--- src/rtl/dmem_arbiter.sv ---
`default_nettype none
// ============================================================================
//  Module   : dmem_arbiter
//  Purpose  : Two-master arbiter for a single-port data memory. One transfer
//             per cycle, round-robin on ties, with a bounded bus lock for
//             read-modify-write sequences and registered per-master read data
//             (one-cycle read latency).
//  Revision : 1.0 - initial release
//
//  Ports
//    clk, rst_n            clock; synchronous active-low reset
//    mX_req/we/lock        master X request, write enable, lock request
//    mX_addr/wdata         master X word address and write data
//    mX_gnt                combinational grant (transfer when req & gnt)
//    mX_rvalid/rdata       one-cycle read-valid pulse, registered read data
//    mem_read/write        memory read/write enables
//    mem_addr/wdata        memory address and write data
//    mem_rdata             combinational read data from memory
//    lock_timeout          one-cycle pulse after a forced lock release
//
//  Build option
//    DMEM_ARB_FIXED_PRIO_EN : ties in ARB always go to m0, except that the
//                             first tie after a forced release from LOCK0
//                             goes to m1.
// ============================================================================
module dmem_arbiter #(
  parameter int AW       = 6,
  parameter int DW       = 32,
  parameter int LOCK_MAX = 16
) (
  input  logic          clk,
  input  logic          rst_n,
  input  logic          m0_req,
  input  logic          m0_we,
  input  logic          m0_lock,
  input  logic [AW-1:0] m0_addr,
  input  logic [DW-1:0] m0_wdata,
  output logic          m0_gnt,
  output logic          m0_rvalid,
  output logic [DW-1:0] m0_rdata,
  input  logic          m1_req,
  input  logic          m1_we,
  input  logic          m1_lock,
  input  logic [AW-1:0] m1_addr,
  input  logic [DW-1:0] m1_wdata,
  output logic          m1_gnt,
  output logic          m1_rvalid,
  output logic [DW-1:0] m1_rdata,
  output logic          mem_read,
  output logic          mem_write,
  output logic [AW-1:0] mem_addr,
  output logic [DW-1:0] mem_wdata,
  input  logic [DW-1:0] mem_rdata,
  output logic          lock_timeout
);

  localparam int            CW         = $clog2(LOCK_MAX);
  localparam logic [CW-1:0] C_CNT_LAST = CW'(LOCK_MAX - 1);
  localparam logic [CW-1:0] C_CNT_ONE  = CW'(1);

  typedef enum logic [1:0] {
    ARB   = 2'd0,
    LOCK0 = 2'd1,
    LOCK1 = 2'd2
  } state_e;

  state_e        state_q, state_d;
  logic [CW-1:0] lock_cnt_q, lock_cnt_d;
  logic          timeout_q, timeout_d;
  logic          rvalid0_q, rvalid1_q;
  logic [DW-1:0] rdata0_q, rdata1_q;
  logic          tie_to_m1;

`ifdef DMEM_ARB_FIXED_PRIO_EN
  // Set by a forced release from LOCK0; hands exactly one tie to m1.
  logic          yield_q, yield_d;
  assign tie_to_m1 = yield_q;
`else
  // Most recent winner: 0 = m0, 1 = m1. Ties go to the other master.
  logic          last_gnt_q, last_gnt_d;
  assign tie_to_m1 = ~last_gnt_q;
`endif

  logic gnt0, gnt1, xfer, win_we, win_lock;

  // Grant selection
  always_comb begin
    gnt0 = 1'b0;
    gnt1 = 1'b0;
    case (state_q)
      LOCK0:   gnt0 = m0_req;
      LOCK1:   gnt1 = m1_req;
      default: begin
        if (m0_req && m1_req) begin
          gnt0 = ~tie_to_m1;
          gnt1 = tie_to_m1;
        end else begin
          gnt0 = m0_req;
          gnt1 = m1_req;
        end
      end
    endcase
  end

  assign xfer     = gnt0 | gnt1;
  assign win_we   = gnt0 ? m0_we   : m1_we;
  assign win_lock = gnt0 ? m0_lock : m1_lock;

  // Memory drive: everything forced to zero when nobody is granted
  assign m0_gnt    = gnt0;
  assign m1_gnt    = gnt1;
  assign mem_read  = xfer & ~win_we;
  assign mem_write = xfer & win_we;
  assign mem_addr  = gnt0 ? m0_addr  : (gnt1 ? m1_addr  : '0);
  assign mem_wdata = gnt0 ? m0_wdata : (gnt1 ? m1_wdata : '0);

  // Next-state logic
  always_comb begin
    state_d    = state_q;
    lock_cnt_d = lock_cnt_q;
    timeout_d  = 1'b0;
`ifdef DMEM_ARB_FIXED_PRIO_EN
    yield_d    = yield_q;
`else
    last_gnt_d = last_gnt_q;
    if (xfer) last_gnt_d = gnt1;
`endif
    case (state_q)
      ARB: begin
`ifdef DMEM_ARB_FIXED_PRIO_EN
        if (m0_req && m1_req) yield_d = 1'b0;
`endif
        if (xfer && win_lock) begin
          state_d    = gnt1 ? LOCK1 : LOCK0;
          lock_cnt_d = '0;
        end
      end
      LOCK0, LOCK1: begin
        lock_cnt_d = lock_cnt_q + C_CNT_ONE;
        // A voluntary unlock takes precedence over a coincident timeout.
        if (xfer && !win_lock) begin
          state_d    = ARB;
          lock_cnt_d = '0;
        end else if (lock_cnt_q == C_CNT_LAST) begin
          state_d    = ARB;
          lock_cnt_d = '0;
          timeout_d  = 1'b1;
`ifdef DMEM_ARB_FIXED_PRIO_EN
          yield_d    = (state_q == LOCK0);
`else
          last_gnt_d = (state_q == LOCK1);
`endif
        end
      end
      default: state_d = ARB;
    endcase
  end

  always_ff @(posedge clk) begin
    if (!rst_n) begin
      state_q    <= ARB;
      lock_cnt_q <= '0;
      timeout_q  <= 1'b0;
      rvalid0_q  <= 1'b0;
      rvalid1_q  <= 1'b0;
      rdata0_q   <= '0;
      rdata1_q   <= '0;
`ifdef DMEM_ARB_FIXED_PRIO_EN
      yield_q    <= 1'b0;
`else
      last_gnt_q <= 1'b1;
`endif
    end else begin
      state_q    <= state_d;
      lock_cnt_q <= lock_cnt_d;
      timeout_q  <= timeout_d;
      rvalid0_q  <= gnt0 & ~m0_we;
      rvalid1_q  <= gnt1 & ~m1_we;
      if (gnt0 && !m0_we) rdata0_q <= mem_rdata;
      if (gnt1 && !m1_we) rdata1_q <= mem_rdata;
`ifdef DMEM_ARB_FIXED_PRIO_EN
      yield_q    <= yield_d;
`else
      last_gnt_q <= last_gnt_d;
`endif
    end
  end

  assign m0_rvalid    = rvalid0_q;
  assign m1_rvalid    = rvalid1_q;
  assign m0_rdata     = rdata0_q;
  assign m1_rdata     = rdata1_q;
  assign lock_timeout = timeout_q;

endmodule
`default_nettype wire

--- config.mk ---
export PLATFORM = sky130hd
export DESIGN_NAME = dmem_arbiter
export DESIGN_NICKNAME = d
export VERILOG_FILES = /design/src/rtl/dmem_arbiter.sv
export SDC_FILE = /design/constraint.sdc
export NUM_CORES = 1
export LEC_CHECK = 0
export CAP_MARGIN = 20
export CORE_MARGIN = 2
export CORE_UTILIZATION = 36
export CTS_BUF_LIST = sky130_fd_sc_hd__clkbuf_8
export DETAILED_ROUTE_END_ITERATION = 8
export GPL_TIMING_DRIVEN = 1
export PLACE_DENSITY = 0.83
export SYNTH_ARGS = -nofsm -noshare
export SYNTH_HDL_FRONTEND = slang
export SYNTH_SLANG_ARGS = --single-unit
export TNS_END_PERCENT = 5
--- constraint.sdc ---
create_clock -name clk -period 4.3 [get_ports clk]
set_clock_uncertainty 0.15 [all_clocks]
set_input_delay 1.075 -clock clk [delete_from_list [all_inputs] [get_ports clk]]
set_output_delay 1.075 -clock clk [all_outputs]
set_load 0.02 [all_outputs]
==> impl_metrics.ini, run 1 <==
[status]
run_status = completed

[route]
drt_iter0_markers = 147
num_vias = 3681
antenna_left = 0
vias_per_cell = 5.00
dr.pass1.iters = 5
wl_per_cell_um = 16.0
drt-total-wl_mm = 11.8
drc = 0

[clocking]
cts_buffer_depth = 2
clkLatencyLatePin_ns = 0.33
numCtsBuffers = 9
path_clk_slew_ns = 0.07
cts_resized = 39
holdBufCountCts = 0
cts-root-buf = clkbuf_8
tritoncts = done
clkSinkCount = 74
h-tree-depth = 3
post_cts_buffers = 0

[sta]
period_needed_ns = 4.24
clock.fmax_mhz = 236
tightest_slew_ns = 0.437
hold-worst-slack_ns = 0.306
slew_headroom_pct = 70.8
setup_viol = 0
period_share_pct = 98.7
setup_ws_ns = 0.0553
rsz0062_at_grt = false
finalHoldViolations = 0
drv_slew = 0

[worst_setup_path]
critical_path_buf_inv_count = 3
worstSetupPathType = input pin to output pin
max_stage_delay_ns = 0.49
critical_path.max_fanout = 14
cp-end-kind = output pin
cp-startpoint = m1_req
crit_chain = clkdlybuf4s50_1 -> or3b_2 -> and3_2 -> buf_4 -> a22o_1 -> clkdlybuf4s15_1
cp.required_ns = 3.07
slowest_stage = clkdlybuf4s50_1
cp-start-kind = input pin
reg2reg_from = state_q[0]$_SDFFE_PN0P_
cp.arrival_ns = 3.02
cpLargestDelayFamily = buffers and inverters

[logic_synthesis]
syn_area_sq_um = 3200
syn_avg_cell_area_sq_um = 7.87
synth_xor_area_share_pct = 0
synthSimpleGateAreaFrac_pct = 21.0
synth_cell_types = 35
synth_adder_area_share_pct = 1.57
netlist_top_cells_area = dfxtp_1, nand2_1, a22o_1, a21oi_1, clkbuf_1
yosys.area.top_type = dfxtp_1
synthCells = 406
seq_area_frac_synth_pct = 46.4
synth_edf_count = 0
async_reset_ff_share_pct = 0
synthTopCellsByCount = nand2_1, dfxtp_1, a21oi_1
synth_fp_nets = 526
synth_compound_area_share_pct = 24.6
synth_top_family_by_area = compound AO/OA/AOI/OAI gates
synthMuxAreaShare_pct = 1.10
ys_warn_count = 0
synth_ff_type = dfxtp_1
synth_top_area_share_pct = 46.4
synth-seq-cells = 74
synth.most_common_cell = nand2_1

[pwr]
p_leak_nw = 2.24
sw_frac_of_total_pct = 37.9
clkPwrFrac_pct = 20.8
p_int_w = 0.00188
power_density_nw_per_um2 = 524
pwr-share-seq_pct = 27.5
combPwrFrac_pct = 51.7
netSwitchingPower_w = 0.00115
irDropWorstVdd_v = 0.000275

[global_routing]
use_met3_pct = 7.37
antenna_found_initial = 0
grt_max_degree = 34
use_met1_pct = 30.2
grt_pass1_wl_mm = 18.1
grt-ovfl-total = 0
grt_use_total_pct = 23.4
busiest_layer = met2
grt_pass1_vias = 3533
gr-usage-met2_pct = 38.6

[hold_path]
min_from = m0_rdata[31]$_SDFFE_PN0P_
hold_class = flip-flop to flip-flop

[die]
die_x_um = 98.2
ios = 225
initial_core_util_pct = 36.8
fp.dieH_um = 98.2
row_count = 34
fp.dieArea_sq_um = 9650
coreArea_sq_um = 8680

[job]
drv_cap = 0

[finish]
diodes = 0
fill_cells = 732
fin_util_pct = 66.7
area_delta_synth_final_pct = 81.2
drive_gt1_share_pct = 7.17
fin_nets = 743

[place]
portBuffers = 224
gp_congestion = 0.860
post-place-ws_ns = -0.299
hpwl_mm = 9.01
area by class of cell:
type                    count  area, sq um  area share [%]
clock inverters             7          116            2.01
repair buffers            239         2340            40.4
multi-input cells         290         1560            27.0
flip-flops and latches     74         1480            25.6
inverters                   9         33.8           0.583
clock buffers               9          124            2.14
well taps                 108          135            2.33
logic make-up (layout without fill, tap and decap cells):
logic type,count (synthesis),after routing
flops,74,74
buf+inv,42,264
fa+ha+maj,4,4
mux,3,3
simple gates,163,163
compound gates,120,120
per-layer routing:
layer / up-vias / share of wire [%] / wire length (um)
li1: 1815 / - / -
met1: 1686 / 42 / 4980
met2: 163 / 48 / 5640
met3: 17 / 8.7 / 1020
met4: 0 / 1.2 / 144
met5: - / 0 / 0
tightest hold or removal path: cells and delay by family, from the launching register on:
kind               cells  cell delay (ns)
AOI/OAI and AO/OA      1             0.05
DFF                    1             0.31
and+or+nand+nor        1             0.05
per-stage QoR:
stage | TNS (ns) | power [W] | cells | cell area, sq um
floorplan | 0 | 0.00174 | 406 | 3200
global placement | -4.18 | 0.00247 | 720 | 5600
detailed placement | -5.69 | 0.00251 | 720 | 5600
CTS | 0 | 0.00305 | 736 | 5790
global route | 0 | 0.00319 | 736 | 5790
finish | 0 | 0.00303 | 736 | 5790
sequential cells by signal, indices dropped and copies added, names as in the netlist:
register      cells
m1_rdata         32
lock_cnt_q        4
state_q           2
last_gnt_q        1
m0_rdata         32
m1_rvalid         1
lock_timeout      1
m0_rvalid         1
worst paths after layout:
path	end	slack, ns	cells after the start
max	mem_wdata[21]	0.06	6
min	m0_rdata[31]$_SDFFE_PN0P_	0.31	2
max reg2reg	lock_cnt_q[3]$_SDFFE_PN0P_	1.57	7
min reg2reg	m0_rdata[31]$_SDFFE_PN0P_	0.31	2
layout by cell type, fill, tap and decap left out, types with 8 or more instances in the layout:
cell / netlist / final
a21oi_1: 67 / 67
inv_1: 8 / 9
buf_4: 0 / 14
clkdlybuf4s50_1: 0 / 184
nand2_1: 136 / 136
a22o_1: 39 / 39
clkbuf_8: 0 / 9
dfxtp_1: 74 / 74
dlygate4sd2_1: 0 / 27
clkdlybuf4s15_1: 0 / 8
power by group through the flow:
| stage | registers (W) | clock network, W | logic (W) |
|---|---|---|---|
| floorplan | 0.000947 | 0 | 0.000789 |
| global placement | 0.000846 | 0 | 0.00163 |
| detailed placement | 0.000850 | 0 | 0.00166 |
| CTS | 0.000835 | 0.000645 | 0.00157 |
| global route | 0.000847 | 0.000679 | 0.00167 |
| finish | 0.000835 | 0.000631 | 0.00157 |
Note: power is estimated with default switching activity, not from simulation.
==> run 2: changes to the inputs <==
Settings changed: ABC_CLOCK_PERIOD_IN_PS set to 4300, CTS_CLUSTER_DIAMETER set to 80.
==> results of run 2 <==
No change in the layout: final DEF, timing and power equal those of run 1.
==> run 3: changes to the inputs <==
Settings changed: REMOVE_ABC_BUFFERS set to 1.
==> run 3 against run 2 <==
Cell area is 1.2% lower. Worst hold slack worse by 0.0014 ns. Clock power is 12% lower. Die area unchanged. First-iteration DRC count increased by 8.2%. Highest routed layer unchanged. Count of clock-buffer cells in the layout unchanged. Sequential share of layout area up 0.31 points. Sequential power about the same.
==> impl_metrics.ini, run 3 (same netlist as run 1, synthesis figures left out) <==
[hold_path]
min_path_cells = 2
hold_class = flip-flop to flip-flop
min_from = m1_rdata[1]$_SDFFE_PN0P_

[finish]
mostFrequentLayoutCell = clkdlybuf4s50_1
fin_nets = 739
area_delta_synth_final_pct = 79.1
fin_cells = 732
final_cell_mix = clkdlybuf4s50_1, nand2_1, dfxtp_1
drive_gt1_share_pct = 5.93
diodes = 0

[pwr]
power_density_nw_per_um2 = 513
p_total_w = 0.00293
irDropWorstVdd_v = 0.000286
p_leak_nw = 2.22

[route]
drc = 0
drt_iter0_markers = 159
drt-total-wl_mm = 11.6
vias_per_cell = 5.02
wl_per_cell_um = 15.9
num_vias = 3674
dr.pass1.iters = 4
antenna_left = 0

[die]
die_x_um = 98.2
row_count = 34
coreArea_sq_um = 8680
fp.dieH_um = 98.2
initial_core_util_pct = 36.8
fp.dieArea_sq_um = 9650
ios = 225

[clocking]
tritoncts = done
post_cts_buffers = 0
clkSinkCount = 74
path_clk_slew_ns = 0.08
clkLatencyLatePin_ns = 0.34
numCtsBuffers = 9
h-tree-depth = 3
cts_buffer_depth = 2
cts-root-buf = clkbuf_8

[global_routing]
grt_use_total_pct = 23.3
grt_pass1_vias = 3693
grt-ovfl-total = 0
grt_max_degree = 43
grt_pass1_wl_mm = 18.3
antenna_found_initial = 0

[place]
gp_congestion = 0.837
place_inst = 716
hpwl_mm = 8.67
portBuffers = 224

[worst_setup_path]
cp-start-kind = input pin
cp-end-kind = output pin
cp-startpoint = m0_req
cp.arrival_ns = 2.83
slowest_stage = clkdlybuf4s50_1
cpMostUsedCell = clkdlybuf4s50_1
reg2regPathDepth = 9
critical_path.max_fanout = 14
crit_chain = clkdlybuf4s50_1 -> and3_1 -> buf_4 -> clkdlybuf4s50_1
reg2reg_from = state_q[0]$_SDFFE_PN0P_
max_stage_delay_ns = 0.64
worstSetupPathType = input pin to output pin
cp.required_ns = 3.07

[sta]
tightest_slew_ns = 0.699
slew_headroom_pct = 53.2
period_share_pct = 94.2
setup_viol = 0
period_needed_ns = 4.05
clock.fmax_mhz = 247
drv_slew = 0
finalHoldViolations = 0
rsz0062_at_grt = false
hold-worst-slack_ns = 0.305

[job]
drv_cap = 0

[status]
run_status = completed
## run 3: cell types whose count changed in the layout (fill, tap and decap cells not counted), moves of 2 or more
cell | before | now
clkbuf_2 | 3 | 0
clkinvlp_4 | 0 | 2
buf_4 | 14 | 10
clkdlybuf4s15_1 | 8 | 3
inv_6 | 1 | 3
bufinv_16 | 3 | 1
dlygate4sd2_1 | 27 | 36
## run 3: report_power, final
group | internal (W) | switching [W]
Sequential | 0.000782 | 0.0000514
Combinational | 0.000696 | 0.000851
Clock | 0.000278 | 0.000276
Total | 0.00176 | 0.00118
## run 3: per-layer routing
layer | up-vias | wire length (um) | track usage, %
met5 | - | 0 | 0
met4 | 0 | 125 | 5.80
met3 | 12 | 952 | 7.37
met2 | 153 | 5740 | 39.1
met1 | 1702 | 4800 | 29.3
li1 | 1807 | - | -
## run 3: per-stage QoR
step | util [%] | setup WS, ns | area, sq um | setup TNS [ns]
global placement | 64.0 | -0.159 | 5560 | -5.24
global route | 65.9 | 0.183 | 5720 | 0
finish | 65.9 | 0.249 | 5720 | 0
CTS | 65.9 | 0.0210 | 5720 | 0
detailed placement | 64.0 | -0.193 | 5560 | -6.40
floorplan | - | -0.826 | 3060 | -33.15
## run 3: timing repair
item,4_1_cts,5_1_grt
resized for setup,39,4
setup endpoints to repair,39,36
hold buffers,0,0
## run 3: layout make-up
cell class                 count  area [sq um]
fill                         723          2960
inverter                       9          33.8
clock inverter                 7          82.6
clock buffer                   9           124
timing repair buffer         235          2300
sequential                    74          1480
multi-input combinational    290          1560
tap                          108           135
## run 3: final timing paths
path / end / slack, ns
hold / removal: m1_rdata[1]$_SDFFE_PN0P_ / 0.31
setup reg to reg: m0_rdata[23]$_SDFFE_PN0P_ / 1.38
hold reg to reg: m1_rdata[1]$_SDFFE_PN0P_ / 0.31
setup / recovery: m0_gnt / 0.25
## run 3: critical path, delay by kind of cell
family                 cells  cell delay, ns
buffers and inverters      3            1.48
and+or+nand+nor            1            0.27
